<file path="config.mk">
export PLATFORM = sky130hd
export DESIGN_NAME = change_dispenser
export DESIGN_NICKNAME = d
export VERILOG_FILES = /design/src/rtl/change_pkg.sv /design/src/rtl/ack_timer.sv /design/src/rtl/change_dispenser.sv
export SDC_FILE = /design/constraint.sdc
export NUM_CORES = 1
export LEC_CHECK = 0
export ABC_AREA = 1
export CAP_MARGIN = 20
export CORE_MARGIN = 8
export CORE_UTILIZATION = 31
export CTS_BUF_LIST = sky130_fd_sc_hd__clkbuf_8
export CTS_CLUSTER_DIAMETER = 150
export DETAILED_ROUTE_END_ITERATION = 8
export PLACE_DENSITY = 0.6
export SLEW_MARGIN = 5
export SYNTH_ARGS = -nofsm -noshare
export SYNTH_HDL_FRONTEND = slang
export SYNTH_HIERARCHICAL = 1
export SYNTH_SLANG_ARGS = --single-unit
</file>
<file path="constraint.sdc">
create_clock -name clk -period 1.6 [get_ports clk]
set_clock_uncertainty 0.05 [all_clocks]
set_input_delay 0.32 -clock clk [delete_from_list [all_inputs] [get_ports clk]]
set_output_delay 0.32 -clock clk [all_outputs]
set_load 0.01 [all_outputs]
</file>
<file path="src/rtl/change_pkg.sv">
// Shared types and constants for the change dispenser: FSM state encoding,
// coin values in nickel units and the default acknowledge timeout.
package change_pkg;

  typedef enum logic [2:0] {
    IDLE,
    SELECT,
    WAIT_ACK,
    DONE,
    ERROR
  } state_t;

  localparam logic [4:0] NICKEL_UNITS        = 5'd1;
  localparam logic [4:0] DIME_UNITS          = 5'd2;
  localparam int         DEFAULT_ACK_TIMEOUT = 15;

endpackage

</file>
<file path="src/rtl/ack_timer.sv">
// Counts consecutive cycles spent waiting for a coin acknowledge; expired is
// raised on the LIMIT-th waiting cycle so the caller can fault on that edge.
module ack_timer #(
  parameter int LIMIT = 15
) (
  input  logic clk,
  input  logic reset,
  input  logic run,
  input  logic clr,
  output logic expired
);

  logic [7:0] count_reg;

  always_ff @(posedge clk) begin
    if (reset || clr) begin
      count_reg <= 8'd0;
    end else if (run) begin
      count_reg <= count_reg + 8'd1;
    end
  end

  // count_reg holds the number of waiting cycles already elapsed
  assign expired = run && (count_reg == 8'(LIMIT - 1));

endmodule

</file>
<file path="src/rtl/change_dispenser.sv">
// Change payout controller: pays the owed amount with dimes first, falls back
// to nickels, waits for each hopper acknowledge and faults on timeout or empty stock.
module change_dispenser
  import change_pkg::*;
#(
  parameter int ACK_TIMEOUT = DEFAULT_ACK_TIMEOUT
) (
  input  logic       clk,
  input  logic       reset,
  input  logic       start,
  input  logic [4:0] amount,
  input  logic       dime_empty,
  input  logic       nickel_empty,
  input  logic       coin_ack,
  input  logic       clear,
  output logic       disp_n,
  output logic       disp_d,
  output logic       busy,
  output logic       done,
  output logic       err,
  output logic [4:0] remaining
);

  state_t     state_reg, state_next;
  logic [4:0] remaining_reg, remaining_next;
  logic       disp_n_reg, disp_n_next;
  logic       disp_d_reg, disp_d_next;
  logic       busy_reg, done_reg, err_reg;
  logic       timer_run, timer_clr, timer_expired;

  // The timer only advances while a request is outstanding and unanswered.
  assign timer_run = (state_reg == WAIT_ACK) && !coin_ack;
  assign timer_clr = !timer_run;

  ack_timer #(
    .LIMIT(ACK_TIMEOUT)
  ) u_ack_timer (
    .clk    (clk),
    .reset  (reset),
    .run    (timer_run),
    .clr    (timer_clr),
    .expired(timer_expired)
  );

  always_comb begin
    state_next     = state_reg;
    remaining_next = remaining_reg;
    disp_n_next    = disp_n_reg;
    disp_d_next    = disp_d_reg;
    case (state_reg)
      IDLE: begin
        if (start) begin
          remaining_next = amount;
          state_next     = (amount == 5'd0) ? DONE : SELECT;
        end
      end
      SELECT: begin
        if (remaining_reg == 5'd0) begin
          state_next = DONE;
        end else if (remaining_reg >= DIME_UNITS && !dime_empty) begin
          disp_d_next = 1'b1;
          state_next  = WAIT_ACK;
        end else if (remaining_reg >= NICKEL_UNITS && !nickel_empty) begin
          disp_n_next = 1'b1;
          state_next  = WAIT_ACK;
        end else begin
          state_next = ERROR;
        end
      end
      WAIT_ACK: begin
        // An acknowledge on the timeout cycle still counts as a paid coin.
        if (coin_ack) begin
          remaining_next = remaining_reg - (disp_d_reg ? DIME_UNITS : NICKEL_UNITS);
          disp_n_next    = 1'b0;
          disp_d_next    = 1'b0;
          state_next     = SELECT;
        end else if (timer_expired) begin
          disp_n_next = 1'b0;
          disp_d_next = 1'b0;
          state_next  = ERROR;
        end
      end
      DONE: begin
        state_next = IDLE;
      end
      ERROR: begin
        if (clear) begin
          state_next = IDLE;
        end
      end
      default: begin
        state_next  = IDLE;
        disp_n_next = 1'b0;
        disp_d_next = 1'b0;
      end
    endcase
  end

  always_ff @(posedge clk) begin
    if (reset) begin
      state_reg     <= IDLE;
      remaining_reg <= 5'd0;
      disp_n_reg    <= 1'b0;
      disp_d_reg    <= 1'b0;
      busy_reg      <= 1'b0;
      done_reg      <= 1'b0;
      err_reg       <= 1'b0;
    end else begin
      state_reg     <= state_next;
      remaining_reg <= remaining_next;
      disp_n_reg    <= disp_n_next;
      disp_d_reg    <= disp_d_next;
      busy_reg      <= (state_next != IDLE);
      done_reg      <= (state_next == DONE);
      err_reg       <= (state_next == ERROR);
    end
  end

  assign disp_n    = disp_n_reg;
  assign disp_d    = disp_d_reg;
  assign busy      = busy_reg;
  assign done      = done_reg;
  assign err       = err_reg;
  assign remaining = remaining_reg;

endmodule

</file>
# ---- Word level (Yosys, flattened, before mapping)
# Index checks and enable logic that the tools add are counted.
dict set report classes {
  reduce_logical 18
  muxes 22
  n_lt_le_gt_ge 2
  addsub 2
  bitwise_logic 1
  eq_ne 14
}
# cell count
set ops {}
lappend ops {{$mux W3} 7}
lappend ops {{$ne A2 B2 Y1 const B} 6}
lappend ops {{$pmux W3 S4} 1}
lappend ops {{$logic_not A5 Y1} 2}
lappend ops {{$mux W5} 2}
lappend ops {{$pmux W5 S2} 1}
lappend ops {{$eq A3 B2 Y1 const B} 3}
lappend ops {{$add A8 B1 Y8 const B} 1}
lappend ops {{$eq A8 B4 Y1 const B} 1}
lappend ops {{$mux W1} 7}
lappend ops {{$eq A3 B3 Y1 const B} 2}
lappend ops {{$pmux W1 S3} 2}
lappend ops {{$ge A5 B1 Y1 const B} 1}
lappend ops {{$ge A5 B2 Y1 const B} 1}
lappend ops {{$reduce_and A5 Y1} 1}
lappend ops {{$sub A5 B2 Y5} 1}
lappend ops {{$logic_and A1 B1 Y1} 4}
lappend ops {{$logic_not A1 Y1} 4}
lappend ops {{$mux W2} 2}
lappend ops {{$reduce_and A4 Y1} 1}
lappend ops {{$eq A3 B1 Y1 const B} 1}
lappend ops {{$logic_not A3 Y1} 1}
lappend ops {{$ne A3 B3 Y1 const B} 1}
lappend ops {{$reduce_and A3 Y1} 1}
lappend ops {{5 further kinds} 5}
dict set report word_totals {
  reg_bits 21
  out_inout_bits 10
  wordCells 67
}

# ---- Depth between registers and ports, before layout
dict set report logic_depth {
  word_depth 7
  depth_mapped 14
  mapped_depth_nobuf 13
}

# ---- By module
# Netlist, hierarchy kept.
# mod n_inst area_each_um2 seq_area_each_um2 cells_per_inst
set modules_own_cells {}
lappend modules_own_cells {change_dispenser 1 795.8 260.2 118}
lappend modules_own_cells {ack_timer 1 411.6 160.2 57}

# ---- Worst setup path after synthesis
# OpenSTA, ideal clock, no wires.
dict set report synth_path {
  kind {flip-flop to flip-flop}
  startpoint {register state_reg[1]}
  endpoint {register busy_reg (netlist: busy)}
  arrival_time_ps 1454
  slack_ps -20
  synth_period_minus_slack_ps 1620
  stages_incl_launch_ff 15
  n_path_buf 1
  t_required_ps 1435
  cell_sequence {dfxtp_1 inv_1 nor2_4 nand2_4 nor2_4 buf_4 nand3_1 nor2_1 inv_1 nand2_1 nor2_1 nor2_1 nand3_1 nand2_1 nand2_1}
}
dict set report synth_between {
  elab_chain_len 7
  elab_cells_between_ends 12
  classes_between {eq/ne: 3; mux: 5; reduce/logical: 4}
}
# item line
set synth_rtl {}
lappend synth_rtl {{start: declaration} change_dispenser.sv:24} ;# state_t state_reg, state_next;
lappend synth_rtl {{start signal: assignment} change_dispenser.sv:109} ;# state_reg <= state_next;
lappend synth_rtl {{$eq A3 B2 Y1} change_dispenser.sv:32} ;# assign timer_run = (state_reg == WAIT_ACK) && !coin_ack;
lappend synth_rtl {{$logic_and A1 B1 Y1} change_dispenser.sv:32}
lappend synth_rtl {{named net timer_run} change_dispenser.sv:29} ;# logic timer_run, timer_clr, timer_expired;
lappend synth_rtl {{$logic_and A1 B1 Y1} ack_timer.sv:24} ;# assign expired = run && (count_reg == 8'(LIMIT - 1));
lappend synth_rtl {{named net timer_expired} change_dispenser.sv:29}
lappend synth_rtl {{$mux W3} change_dispenser.sv:77} ;# end else if (timer_expired) begin
lappend synth_rtl {{$mux W3} change_dispenser.sv:72} ;# if (coin_ack) begin
lappend synth_rtl {{$pmux W3 S4} change_dispenser.sv:50} ;# case (state_reg)
lappend synth_rtl {{$reduce_bool A3 Y1} change_dispenser.sv:113} ;# busy_reg <= (state_next != IDLE);
lappend synth_rtl {{end signal: assignment} change_dispenser.sv:113}
lappend synth_rtl {{end: declaration} change_dispenser.sv:28} ;# logic busy_reg, done_reg, err_reg;
# The timed path passes the listed nets, and every way through them passes these cells.
# A chain may end at the register's enable or synchronous reset.

# ---- Worst setup path in the final report
dict set report layout_path {
  startpoint {register disp_d_reg (netlist: disp_d)}
  endpoint {register remaining_reg[1] (netlist: remaining[1])}
}
dict set report layout_between {
  elab_chain_len 4
}
# item line
set layout_rtl {}
lappend layout_rtl {{start: declaration} change_dispenser.sv:27} ;# logic disp_d_reg, disp_d_next;
lappend layout_rtl {{start signal: assignment} change_dispenser.sv:112} ;# disp_d_reg <= disp_d_next;
lappend layout_rtl {{$mux W2} change_dispenser.sv:73} ;# remaining_next = remaining_reg - (disp_d_reg ? DIME_UNITS : NICKEL_UNITS);
lappend layout_rtl {{$sub A5 B2 Y5} change_dispenser.sv:73}
lappend layout_rtl {{$mux W5} change_dispenser.sv:72}
lappend layout_rtl {{$pmux W5 S2} change_dispenser.sv:50}
lappend layout_rtl {{end signal: assignment} change_dispenser.sv:110} ;# remaining_reg <= remaining_next;
lappend layout_rtl {{end: declaration} change_dispenser.sv:25} ;# logic [4:0] remaining_reg, remaining_next;
# No other way between the ends. The select of a mux whose other input is x is not followed.

==> flow_summary.toml <==
[synthesis]
synthCells = 175
avgSynthCellArea_um2 = 6.90
synth_flop_cell = "dfxtp_1"
synth_fa_ha_area_frac = 0.0580
yosys.area.top_type = "dfxtp_1"
synth_top_family_by_area = "simple AND/OR/NAND/NOR gates"
async_flop_share = 0
synth_seq_cells = 21
yosysTopAreaCellShare = 0.348
synth_most_common_cell = "nand2_1"
syn_area_um2 = 1210
yosysWarnings = 6
synth_compound_area_frac = 0.110
synthMuxAreaShare = 0
synth_cell_types = 21
synth_edf_count = 0
yosysSeqAreaShare = 0.348
synth-simple-area-share = 0.383
synthTopCellsByArea = "dfxtp_1 (35%), nand2_1 (9.9%), nor2_1 (8.7%)"
synth-xor-area-share = 0.00725
synth.top_cells.by_count = "nand2_1 (32), nor2_1 (28), inv_1 (26), dfxtp_1 (21), nand3_1 (14)"
synth_nets = 192

[worst_setup_path]
crit_path_start_kind = "flip-flop"
path_class = "flip-flop to flip-flop"
critPathSlowestCell = "fa_2"
cp.required_ns = 1.69
path_max_fanout = 2
r2r_cells = 6
arrival_ns = 1.60
path_cells = "inv_2 > ha_4 > fa_2 > o21ai_0 > o21ai_1 > a21oi_1"
end_kind = "flip-flop"
crit_path_max_incr_delay_ns = 0.55

[sta]
setup_slack_ns = 0.0954
timing.hold.ws_ns = 0.436
max_freq_mhz = 665
period_needed_ns = 1.50
hold_violations = 0
setup-violations-final = 0
slew_violations = 0
slew_headroom = 0.817
worst_pin_slew_ns = 0.275
fin_crit_sh = 0.940
rsz0062_at_grt = "yes"

[placement]
dpl_worst_slack_ns = -0.138
dp_hpwl_mm = 2.20
io_buffer_count = 21
dpl.cell_count = 254
gp_congestion = 0.855
placedInstanceArea_um2 = 1560

[flow_run]
cap_violations = 0

[grt]
grt_pass1_vias = 1150
grt_pass1_wl_mm = 4.86
grt_use_total = 0.0966
antenna_found_initial = 0
grt_max_degree = 12
grt-ovfl-total = 0

[layout]
drive_above_1_share = 0.203
largest_reg_flops = 8
fin_area_um2 = 1640
final_nets = 230
utilization = 0.442
insertedDiodeCount = 0
stdcell_count = 260
multi_input_area_um2 = 702
fillers = 412
ff_latch_area_um2 = 425
area_growth_pct = 36.0

[detailed_routing]
wl_per_cell_um = 10.9
dr.pass1.iters = 4
drt-initial-drc-count = 54
postRouteAntennaNets = 0
drc = 0
routed_wl_mm = 2.83
vias = 1159
via_per_inst = 4.46

[floorplan]
die_height_um = 78.4
die_w_um = 78.4
rows = 22
dieArea_um2 = 6150
core_area_um2 = 3720
num_io_pins = 22
start_util = 0.325

[run_status]
outcome = "complete, no violations"

[clock_tree]
clk_pin_slew_worst_paths_ns = 0.07
cts_buffers = 3
root_buffer = "clkbuf_8"
insertion_delay_ns = 0.25
cts_tree = "yes"
h-tree-depth = 1
clock-sinks = 21
clk_path_buf_depth = 2

[power]
power_density_nw_per_um2 = 880
p_leak_nw = 0.722
ir_drop_mv = 0.378

[worst_hold_path]
whs_path_depth = 2
hold_path_class = "flip-flop to flip-flop"
[final cells by class]
cell class,instances,share of cell area
multi-input combinational,125,0.428
sequential,21,0.259
timing repair buffer,34,0.185
inverter,28,0.0640
tap,48,0.0366
clock buffer,3,0.0252
clock inverter,1,0.00229
[critical path, delay by kind of cell (launching register included)]
family	cells	cell delay [ns]
flip-flops	1	0.35
adder cells (fa/ha/maj)	2	0.71
buffers and inverters	1	0.05
AO/OA/AOI/OAI	3	0.24
[kinds of logic after synthesis]
kind of cell,Yosys count
AO/OA/AOI/OAI,26
XOR/XNOR,1
adder cells (fa/ha/maj),5
buffers and inverters,29
flip-flops,21
AND/OR/NAND/NOR,93
[what timing repair did]
action / CTS / global route
hold buffers: 0 / 0
setup endpoints to repair: 6 / 10
buffers inserted: 0 / 2
hold endpoints to repair: 0 / 0
pin swaps: 0 / 10
gates resized for setup: 6 / 9
[placed cells by master (no fill, tap or decap), drive strengths merged, types with 5 or more instances in the layout]
cell type      count
nand2             36
dlygate4sd2        5
o21ai             12
nand3             17
clkdlybuf4s50     15
a21oi             12
nor2              34
inv               29
buf               13
dfxtp             21
[per-stage QoR]
step | setup TNS, ns | power [W]
floorplan | -0.00627 | 0.000905
global placement | -1.01 | 0.00111
detailed placement | -1.19 | 0.00111
CTS | 0 | 0.00144
global route | -0.0112 | 0.00156
finish | 0 | 0.00144
[layer usage]
| layer | up-vias | GRT usage | wire length, um |
|---|---|---|---|
| met3 | 4 | 0.0330 | 152 |
| met2 | 18 | 0.148 | 1200 |
| met5 | - | 0 | 0 |
| met4 | 0 | 0.0444 | 40 |
| li1 | 636 | - | - |
| met1 | 501 | 0.119 | 1430 |
[final timing paths]
kind / startpoint / slack [ns] / end
setup / recovery: disp_d / 0.1 / remaining[1]
hold / removal: u_ack_timer/count_reg[6] / 0.44 / u_ack_timer/count_reg[6]
setup reg to reg: disp_d / 0.1 / remaining[1]
hold reg to reg: u_ack_timer/count_reg[6] / 0.44 / u_ack_timer/count_reg[6]
[power breakdown]
group          total, W  switching (W)  internal [W]
logic          0.000510       0.000273      0.000237
registers      0.000601      0.0000337      0.000567
clock network  0.000333       0.000163      0.000170
(Power assumes the default switching activity.)
